## src/rtl/phase_shift_multi.sv

```systemverilog
// Multi-channel divided/phase-shifted clock generator running off one fast timebase.
// Each channel has shadowed divide/phase/high settings that take effect at a period boundary.
module phase_shift_multi #(
    parameter int CHANNELS     = 4,
    parameter int CNT_W        = 8,
    parameter int LOCK_PERIODS = 2,
    parameter int DEF_DIV      = 2,
    parameter int DEF_HIGH     = 1,
    localparam int CH_W        = (CHANNELS > 1) ? $clog2(CHANNELS) : 1
) (
    input  logic                clk,
    input  logic                RST,
    input  logic                PWRDWN,
    input  logic                sync,
    input  logic                cfg_valid,
    output logic                cfg_ready,
    input  logic [CH_W-1:0]     cfg_ch,
    input  logic [CNT_W-1:0]    cfg_div,
    input  logic [CNT_W-1:0]    cfg_phase,
    input  logic [CNT_W-1:0]    cfg_high,
    output logic [CHANNELS-1:0] clk_out,
    output logic [CHANNELS-1:0] lock,
    output logic                locked_all
);

    // Handshake: a write transfers on a rising clk edge where cfg_valid && cfg_ready.
    // cfg_ready depends only on the addressed channel's pending flag (and PWRDWN).
    logic [CHANNELS-1:0] pend_v;
    logic [CHANNELS-1:0] en;
    logic                ch_ok;

    assign ch_ok      = ({1'b0, cfg_ch} < (CH_W + 1)'(CHANNELS));
    assign cfg_ready  = PWRDWN || !ch_ok || !pend_v[cfg_ch];
    assign locked_all = (|en) && (&(lock | ~en));

    for (genvar g = 0; g < CHANNELS; g++) begin : g_ch
        logic [CNT_W-1:0] div_act, ph_act, hi_act;
        logic [CNT_W-1:0] div_sh, ph_sh, hi_sh;
        logic [CNT_W-1:0] cnt;
        logic             pend, out_q, lock_q;
        logic [3:0]       periods, periods_nx;
        logic             sel, wrap, apply_now, applying, restart, out_nx, lock_nx;
        logic [CNT_W:0]   div_x, ph_x, cnt_x, hi_x, ph_eff, p;

        always_comb begin
            sel       = cfg_valid && cfg_ready && (cfg_ch == CH_W'(g));
            wrap      = (div_act != '0) && (cnt == div_act - 1'b1);
            apply_now = PWRDWN || sync || (div_act == '0) || wrap;
            applying  = apply_now && (pend || sel);
            restart   = PWRDWN || sync || applying;

            // Position within the period, relative to the phase-shifted rising edge.
            div_x  = {1'b0, div_act};
            ph_x   = {1'b0, ph_act};
            cnt_x  = {1'b0, cnt};
            hi_x   = {1'b0, hi_act};
            ph_eff = (ph_x >= div_x) ? div_x - 1'b1 : ph_x;
            p      = (cnt_x >= ph_eff) ? cnt_x - ph_eff : cnt_x + div_x - ph_eff;
            out_nx = !PWRDWN && (div_act != '0) && (p < hi_x);

            periods_nx = periods;
            if (restart)
                periods_nx = '0;
            else if (wrap && periods != 4'(LOCK_PERIODS))
                periods_nx = periods + 4'd1;
            lock_nx = (periods_nx == 4'(LOCK_PERIODS)) && (div_act != '0);
        end

        always_ff @(posedge clk or negedge RST) begin
            if (!RST) begin
                div_act <= CNT_W'(DEF_DIV);
                ph_act  <= '0;
                hi_act  <= CNT_W'(DEF_HIGH);
                div_sh  <= '0;
                ph_sh   <= '0;
                hi_sh   <= '0;
                cnt     <= '0;
                pend    <= 1'b0;
                periods <= '0;
                out_q   <= 1'b0;
                lock_q  <= 1'b0;
            end else begin
                if (restart || wrap || div_act == '0)
                    cnt <= '0;
                else
                    cnt <= cnt + 1'b1;

                // A write arriving on an apply cycle bypasses the shadow entirely.
                if (sel && apply_now) begin
                    div_act <= cfg_div;
                    ph_act  <= cfg_phase;
                    hi_act  <= cfg_high;
                    pend    <= 1'b0;
                end else if (sel) begin
                    div_sh  <= cfg_div;
                    ph_sh   <= cfg_phase;
                    hi_sh   <= cfg_high;
                    pend    <= 1'b1;
                end else if (pend && apply_now) begin
                    div_act <= div_sh;
                    ph_act  <= ph_sh;
                    hi_act  <= hi_sh;
                    pend    <= 1'b0;
                end

                periods <= periods_nx;
                out_q   <= out_nx;
                lock_q  <= lock_nx;
            end
        end

        assign clk_out[g] = out_q;
        assign lock[g]    = lock_q;
        assign en[g]      = (div_act != '0);
        assign pend_v[g]  = pend;
    end

endmodule

```

## config.mk

```make
export PLATFORM = sky130hd
export DESIGN_NAME = phase_shift_multi
export DESIGN_NICKNAME = d
export VERILOG_FILES = /design/src/rtl/phase_shift_multi.sv
export SDC_FILE = /design/constraint.sdc
export NUM_CORES = 1
export LEC_CHECK = 0
export ABC_CLOCK_PERIOD_IN_PS = 6700
export CAP_MARGIN = 15
export CORE_ASPECT_RATIO = 1.25
export CORE_MARGIN = 3
export CORE_UTILIZATION = 40
export CTS_BUF_LIST = sky130_fd_sc_hd__clkbuf_4
export CTS_CLUSTER_SIZE = 24
export DETAILED_ROUTE_END_ITERATION = 8
export RECOVER_POWER = 100
export SETUP_SLACK_MARGIN = 0.02
export SYNTH_ARGS = -nofsm -noshare
export SYNTH_HDL_FRONTEND = slang
export SYNTH_SLANG_ARGS = --single-unit
```

## constraint.sdc

```tcl
create_clock -name clk -period 6.7 [get_ports clk]
set_input_delay 0.67 -clock clk [delete_from_list [all_inputs] [get_ports clk]]
set_output_delay 0.67 -clock clk [all_outputs]
set_load 0.02 [all_outputs]
```

Word-level counts from Yosys, hierarchy flattened:

Cells that the tools add are included.

* register bits: 252
* bits in latches: 0
* RAM bits: 0
* bits in read-only memories: 0
* input port bits: 31
* output and inout port bits: 10
* logic and storage cells: 273
* memories kept: 0

* add/sub/neg operators: 28
* $mul: 0
* div/mod/pow operators: 0
* $lt $le $gt $ge: 13
* equality and inequality tests: 19
* shift-type cells: 0
* multiplexer cells: 70
* bitwise operators: 6
* reduce and logical (&&, ||, !) cells: 93

Operator list (count)
* 8-bit two-way mux: 40
* 9-bit two-way mux: 8
* 1-bit logical AND: 38
* 8-bit by 8-bit adder with 9-bit output: 4
* 8-bit by 9-bit greater-or-equal comparator with 1-bit output: 4
* 9-bit by 8-bit < comparator with 1-bit output: 4
* 8-bit by 1-bit subtractor with 9-bit output (second input constant): 4
* 8-bit by 9-bit subtractor with 9-bit output: 4
* 9-bit subtractor: 4
* 8-bit by 1-bit adder with 8-bit output (second input constant): 4
* 8-bit == test: 4
* 8-bit greater-or-equal comparator: 4
* 8-bit zero test: 4
* 4-bit two-way mux: 8
* 8-bit nonzero test: 4
* 8-bit by 1-bit subtractor with 8-bit output (second input constant): 4
* 1-bit logical OR: 26
* 4-bit by 1-bit adder with 4-bit output (second input constant): 4
* 4-bit by 2-bit == test with 1-bit output (second input constant): 4
* 4-bit by 2-bit != test with 1-bit output (second input constant): 4
* 2-bit AND reduction: 8
* 1-bit two-way mux: 13
* 3-bit nonzero test: 4
* 2-bit by 1-bit != test with 1-bit output (second input constant): 4
* 12 further kinds: 20

Depth between registers and ports, before layout:

* word-level depth: 12
* mapped depth: 29
* mapped depth without buffers: 28

Worst setup path after synthesis:

No wires, ideal clock.

* path kind: reg-to-reg
* from: register g_ch[3].div_act[1]
* to: register g_ch[3].out_q
* setup time: 0.096 ns
* data arrival time: 5.170 ns
* required time: 6.604 ns
* setup slack: 1.434 ns
* cell stages (with the launch flop): 25
* buffers on the path: 0
* clock period less this slack: 5.266 ns
* cell sequence: dfstp_2 > inv_1 > ha_1 > a2111oi_4 > nor3_1 > nor2_1 > nor2_1 > a21oi_1 > ha_1 > inv_1 > ha_1 > a41o_1 > maj3_2 > maj3_2 > a21o_1 > a21oi_2 > xor2_1 > mux2i_1 > ha_1 > nand3_1 > or2_2 > nor2_1 > a2111oi_0 > o211ai_1 > a311oi_2

* word-level cells in the longest chain between the ends: 6
* elaborated cells on any way between the ends: 12
* those cells by class: 4 x add/sub; 3 x order compare; 2 x mux; 3 x reduce/logical

RTL lines
* start, declared: line 37 `logic [CNT_W-1:0] div_act, ph_act, hi_act;`
* start signal, assigned: line 71 `div_act <= CNT_W'(DEF_DIV);`
* start signal, assigned: line 90 `div_act <= cfg_div;`
* start signal, assigned: line 100 `div_act <= div_sh;`
* 8-bit by 1-bit subtractor with 9-bit output or 8-bit greater-or-equal comparator (tied branches): line 57 `ph_eff = (ph_x >= div_x) ? div_x - 1'b1 : ph_x;`
* 9-bit two-way mux: line 57
* 9-bit subtractor, or another cell as far along: line 58 `p = (cnt_x >= ph_eff) ? cnt_x - ph_eff : cnt_x + div_x - ph_eff;`
* 9-bit two-way mux: line 58
* 9-bit by 8-bit < comparator with 1-bit output: line 59 `out_nx = !PWRDWN && (div_act != '0) && (p < hi_x);`
* 1-bit logical AND (*): line 59
* via g_ch[3].out_nx: line 42 `logic sel, wrap, apply_now, applying, restart, out_nx, lock_nx;`
* end signal, assigned: line 107 `out_q <= out_nx;`
* end, declared: line 40 `logic pend, out_q, lock_q;`

Mark *: on every way through the listed nets, which the timed path passes. The rest lies on a longest branch.
A chain may end at the register's enable or synchronous reset.

Final worst setup path:

* from: register g_ch[0].div_act[1]
* to: register g_ch[0].lock_q

* word-level cells in the longest chain between the ends: 9
* elaborated cells on any way between the ends: 14
* those cells by class: 1 x add/sub; 2 x eq/ne; 2 x mux; 9 x reduce/logical

RTL lines
* start, declared: line 37
* start signal, assigned: line 71
* start signal, assigned: line 90
* start signal, assigned: line 100
* 8-bit by 1-bit subtractor with 8-bit output: line 47 `wrap = (div_act != '0) && (cnt == div_act - 1'b1);`
* 8-bit == test: line 47
* 1-bit logical AND: line 47
* 1-bit logical OR: line 48 `apply_now = PWRDWN || sync || (div_act == '0) || wrap;`
* 1-bit logical AND: line 49 `applying = apply_now && (pend || sel);`
* 1-bit logical OR: line 50 `restart = PWRDWN || sync || applying;`
* 4-bit two-way mux: line 62 `if (restart)`
* 4-bit by 2-bit == test with 1-bit output: line 66 `lock_nx = (periods_nx == 4'(LOCK_PERIODS)) && (div_act != '0);`
* 1-bit logical AND (*): line 66
* via g_ch[0].lock_nx: line 42
* end signal, assigned: line 108 `lock_q <= lock_nx;`
* end, declared: line 40

Marks and branches as above.

==> summary.md <==
| Metric | Value |
|---|---|
| Routed WL per cell | 18.5 um |
| Mean Syn Cell Area | 9.75 sq um |
| Register area | 0.00632 sq mm |
| CTS Buffer Depth | 3 |
| Failing checks | capacitance limit, slew limit |
| Setup bufs post-CTS | 0 |
| Worst path max stage delay | 1.65 ns |
| Footprint of the multi-input gates | 0.0103 sq mm |
| Non-Filler Instances | 2479 |
| Reg2reg end | g_ch[0].lock_q$_DFF_PN0_ |
| Htree depth | 3 |
| Worst hold start | g_ch[0].ph_sh[3]$_DFFE_PN0P_ |
| ANT nets after route | 0 |
| Run status | finished, violations left |
| VDD IR max | 0.245 mV |
| RD Place Congestion | 0.886 |
| Post-layout util | 44.5% |
| WHS Path Cells | 1 |
| Inst Count DP | 2354 |
| Initial drt markers | 700 |
| Slew headroom | -229% |
| Register area share after synthesis | 35.8% |
| WP data required | 7.30 ns |
| DR vias | 13707 |
| Flops & latches, synth | 252 |
| Die Ht | 241 um |
| CP Depth | 11 |
| NumNets Final | 2059 |
| Worst r2r src | g_ch[0].div_act[1]$_DFFE_PN1P_ |
| Worst-Skew Late Latency | 0.77 ns |
| Die ar. | 0.0466 sq mm |
| Critical Path Start Type | flop |
| First-pass GRT wire length | 74.4 mm |
| Setup_tns | 0 ns |
| Cell Area, Synth | 0.0176 sq mm |
| CTS Root Cell | clkbuf_4 |
| Maxcap violations | 5 |
| Total GRT Usage | 19.7% |
| Final wirelength | 45.9 mm |
| Die width | 194 um |
| Fmax | 166 MHz |
| GR met3 Demand/Resource | 3.32% |
| Critical path class | reg2reg |
| Most used cell, CP | or4_1 |
| CP max FO | 35 |
| Top delay family on crit path | simple AND/OR/NAND/NOR gates |
| Crit-path cells | inv_1 -> ha_1 -> xor2_1 -> xnor2_1 -> nand3_1 -> or4_1 -> or4_1 -> nand3b_1 -> a21boi_1 -> nand2b_1 -> nor4_1 |
| Vias per cell | 5.53 |
| Final worst-path cycle share | 89.7% |
| YS warnings | 0 |
| Row count | 85 |
| Ratio of cells with drive above 1 in the final layout | 14.0% |
| Post-synth cell types | 108 |
| Clock skew | 0.0762 ns |
| Worst Hold End | g_ch[0].ph_sh[3]$_DFFE_PN0P_ |
| Initial antenna violation count | 1 |
| Worst Path Arrival | 6.61 ns |
| Cell area power density | 419 mW/mm^2 |
| # IOs | 41 |
| Grt total ovfl | 0 |
| Fin. Hold Viols | 0 |
| Leading cell type in the layout, fill and taps excluded | dfrtp_1 |
| Initial Utilization | 40.7% |
| Fill count | 4211 |
| Syn Nets | 2002 |
| Most frequent cells in the layout | 244 x dfrtp_1, 182 x nor2_1, 144 x ha_1, 140 x a21oi_1, 132 x inv_1 |
| Leakage | 8.95 nW |
| Largest net degree at the start of global routing | 106 |
| Mapped Cells | 1807 |
| CTS tree | yes |
| Slew Viols, Final | 220 |
| GR Util met2 | 34.6% |
| Setup crit end kind | flop |
| Final min period | 6.01 ns |
| # DRC | 0 |
| CTS Buf Count | 72 |
| RSZ-0062 raised after global routing | no |
| R2R cell count | 11 |
| Buffers & Inverters on Critical Path | 1 |
| Worst Tran Pin Value | 4.93 ns |
| Hold Crit Class | reg2reg |
| Clock Pin Slew Worst Setup and Hold Paths | 0.07 ns |
| Slowest stage cell on the critical path | a21boi_1 |
| Setup violations, final | 0 |
| Number of global-route vias before repair | 14000 |
| Synthesis-to-layout area growth | 9.20% |
| Buffers added on ports | 40 |
| Core area | 0.0433 sq mm |
| Post-synth top flop | dfrtp_1 |
| TritonRoute pass-1 iters | 5 |
| Power Total | 8.07 mW |
| DP HPWL | 33.0 mm |
| GR Util met1 | 24.7% |
| Number of synthesized flops with an enable pin | 0 |
| GRT Max-Usage Layer | met2 |
| Reg2Reg Setup Slack | 0.69 ns |
| Ys async rst share | 100% |
| CTS sink cnt | 252 |
[what timing repair did]
item,4_1_cts,5_1_grt
endpoints found under the hold margin,19,0
endpoints found under the setup margin,0,0
resized for setup,0,0
hold buffers,1,0
[where the power goes]
part	internal [mW]	switching [mW]	leakage [nW]
logic	2.08	2.46	5.35
registers	1.82	0.244	3.06
clock network	0.782	0.683	0.540
[state kept, by name (all words and copies together), names as in the netlist]
signal / count
g_ch.div_act: 32
g_ch.hi_act: 32
g_ch.cnt: 32
g_ch.periods: 16
g_ch.lock_q: 4
g_ch.pend: 4
g_ch.ph_sh: 32
g_ch.out_q: 4
g_ch.hi_sh: 32
g_ch.ph_act: 32
g_ch.div_sh: 32
[per-layer routing]
layer / share of wire [%] / up-vias
met3: 4.2 / 72
li1: - / 6606
met2: 49 / 280
met4: 2.5 / 0
met1: 44 / 6749
met5: 0 / -
[how the worst max path moves through the flow]
stage                                         startpoint                  endpoint  slack [ns]
after floorplan           g_ch[3].div_act[1]$_DFFE_PN1P_   g_ch[3].out_q$_DFF_PN0_        1.43
after global placement    g_ch[3].div_act[1]$_DFFE_PN1P_   g_ch[3].out_q$_DFF_PN0_        0.97
after detailed placement  g_ch[3].div_act[1]$_DFFE_PN1P_   g_ch[3].out_q$_DFF_PN0_        0.85
after CTS                 g_ch[3].div_act[1]$_DFFE_PN1P_   g_ch[3].out_q$_DFF_PN0_        0.81
after global routing      g_ch[3].div_act[1]$_DFFE_PN1P_   g_ch[3].out_q$_DFF_PN0_        0.23
final                     g_ch[0].div_act[1]$_DFFE_PN1P_  g_ch[0].lock_q$_DFF_PN0_        0.69
[Yosys cell counts, types with 41 or more instances]
cell type	count	area [sq um]
a21o_1	56	420
a21oi_1	140	701
clkbuf_1	50	188
dfrtp_1	244	6110
ha_1	144	1800
inv_1	132	495
mux2_2	77	867
nand2_1	60	225
nand3_1	41	205
nor2_1	180	676
o21ai_0	47	235
o22ai_1	99	619
xnor2_1	110	963
xor2_1	48	420
[final cells by class]
cell class                      count  share of cell area, %
Clock buffer                      103                   4.02
Timing Repair Buffer               58                   2.69
Multi-Input combinational cell   1348                   53.5
Clock inverter                     20                  0.722
Inverter                          132                   2.57
Tap cell                          565                   3.67
Sequential cell                   252                   32.8
Antenna cell                        1                 0.0130
[through the flow]
| stage | hold slack, ns | area [sq um] | setup WS [ns] |
|---|---|---|---|
| floorplan | 0.374 | 17600 | 1.43 |
| finish | 0.495 | 19200 | 0.689 |
| global placement | 0.487 | 18500 | 0.968 |
| CTS | 0.508 | 19400 | 0.808 |
| detailed placement | 0.493 | 18500 | 0.847 |
| global route | 0.511 | 19200 | 0.225 |
[cell families (layout without fill, tap and decap cells)]
logic type,Yosys count,count (layout),synth area share [%]
AND/OR/NAND/NOR,445,445,13.1
AO/OA/AOI/OAI,456,456,17.4
other,0,1,0
adder cells (fa/ha/maj),171,171,12.9
XOR/XNOR,158,158,7.85
multiplexers,118,118,7.98
flip-flops,252,252,35.8
buffers and inverters,207,313,4.94
[worst register-to-register path, cell delays in order (launching register included)]
cell and delay, ns:
dfstp_1 0.67, inv_1 0.14, ha_1 0.26, xor2_1 0.26, xnor2_1 0.15, nand3_1 0.11
or4_1 0.53, or4_1 0.51, nand3b_1 1.12, a21boi_1 1.66, nand2b_1 0.35, nor4_1 0.08
Power figures use the tool's default switching activity.
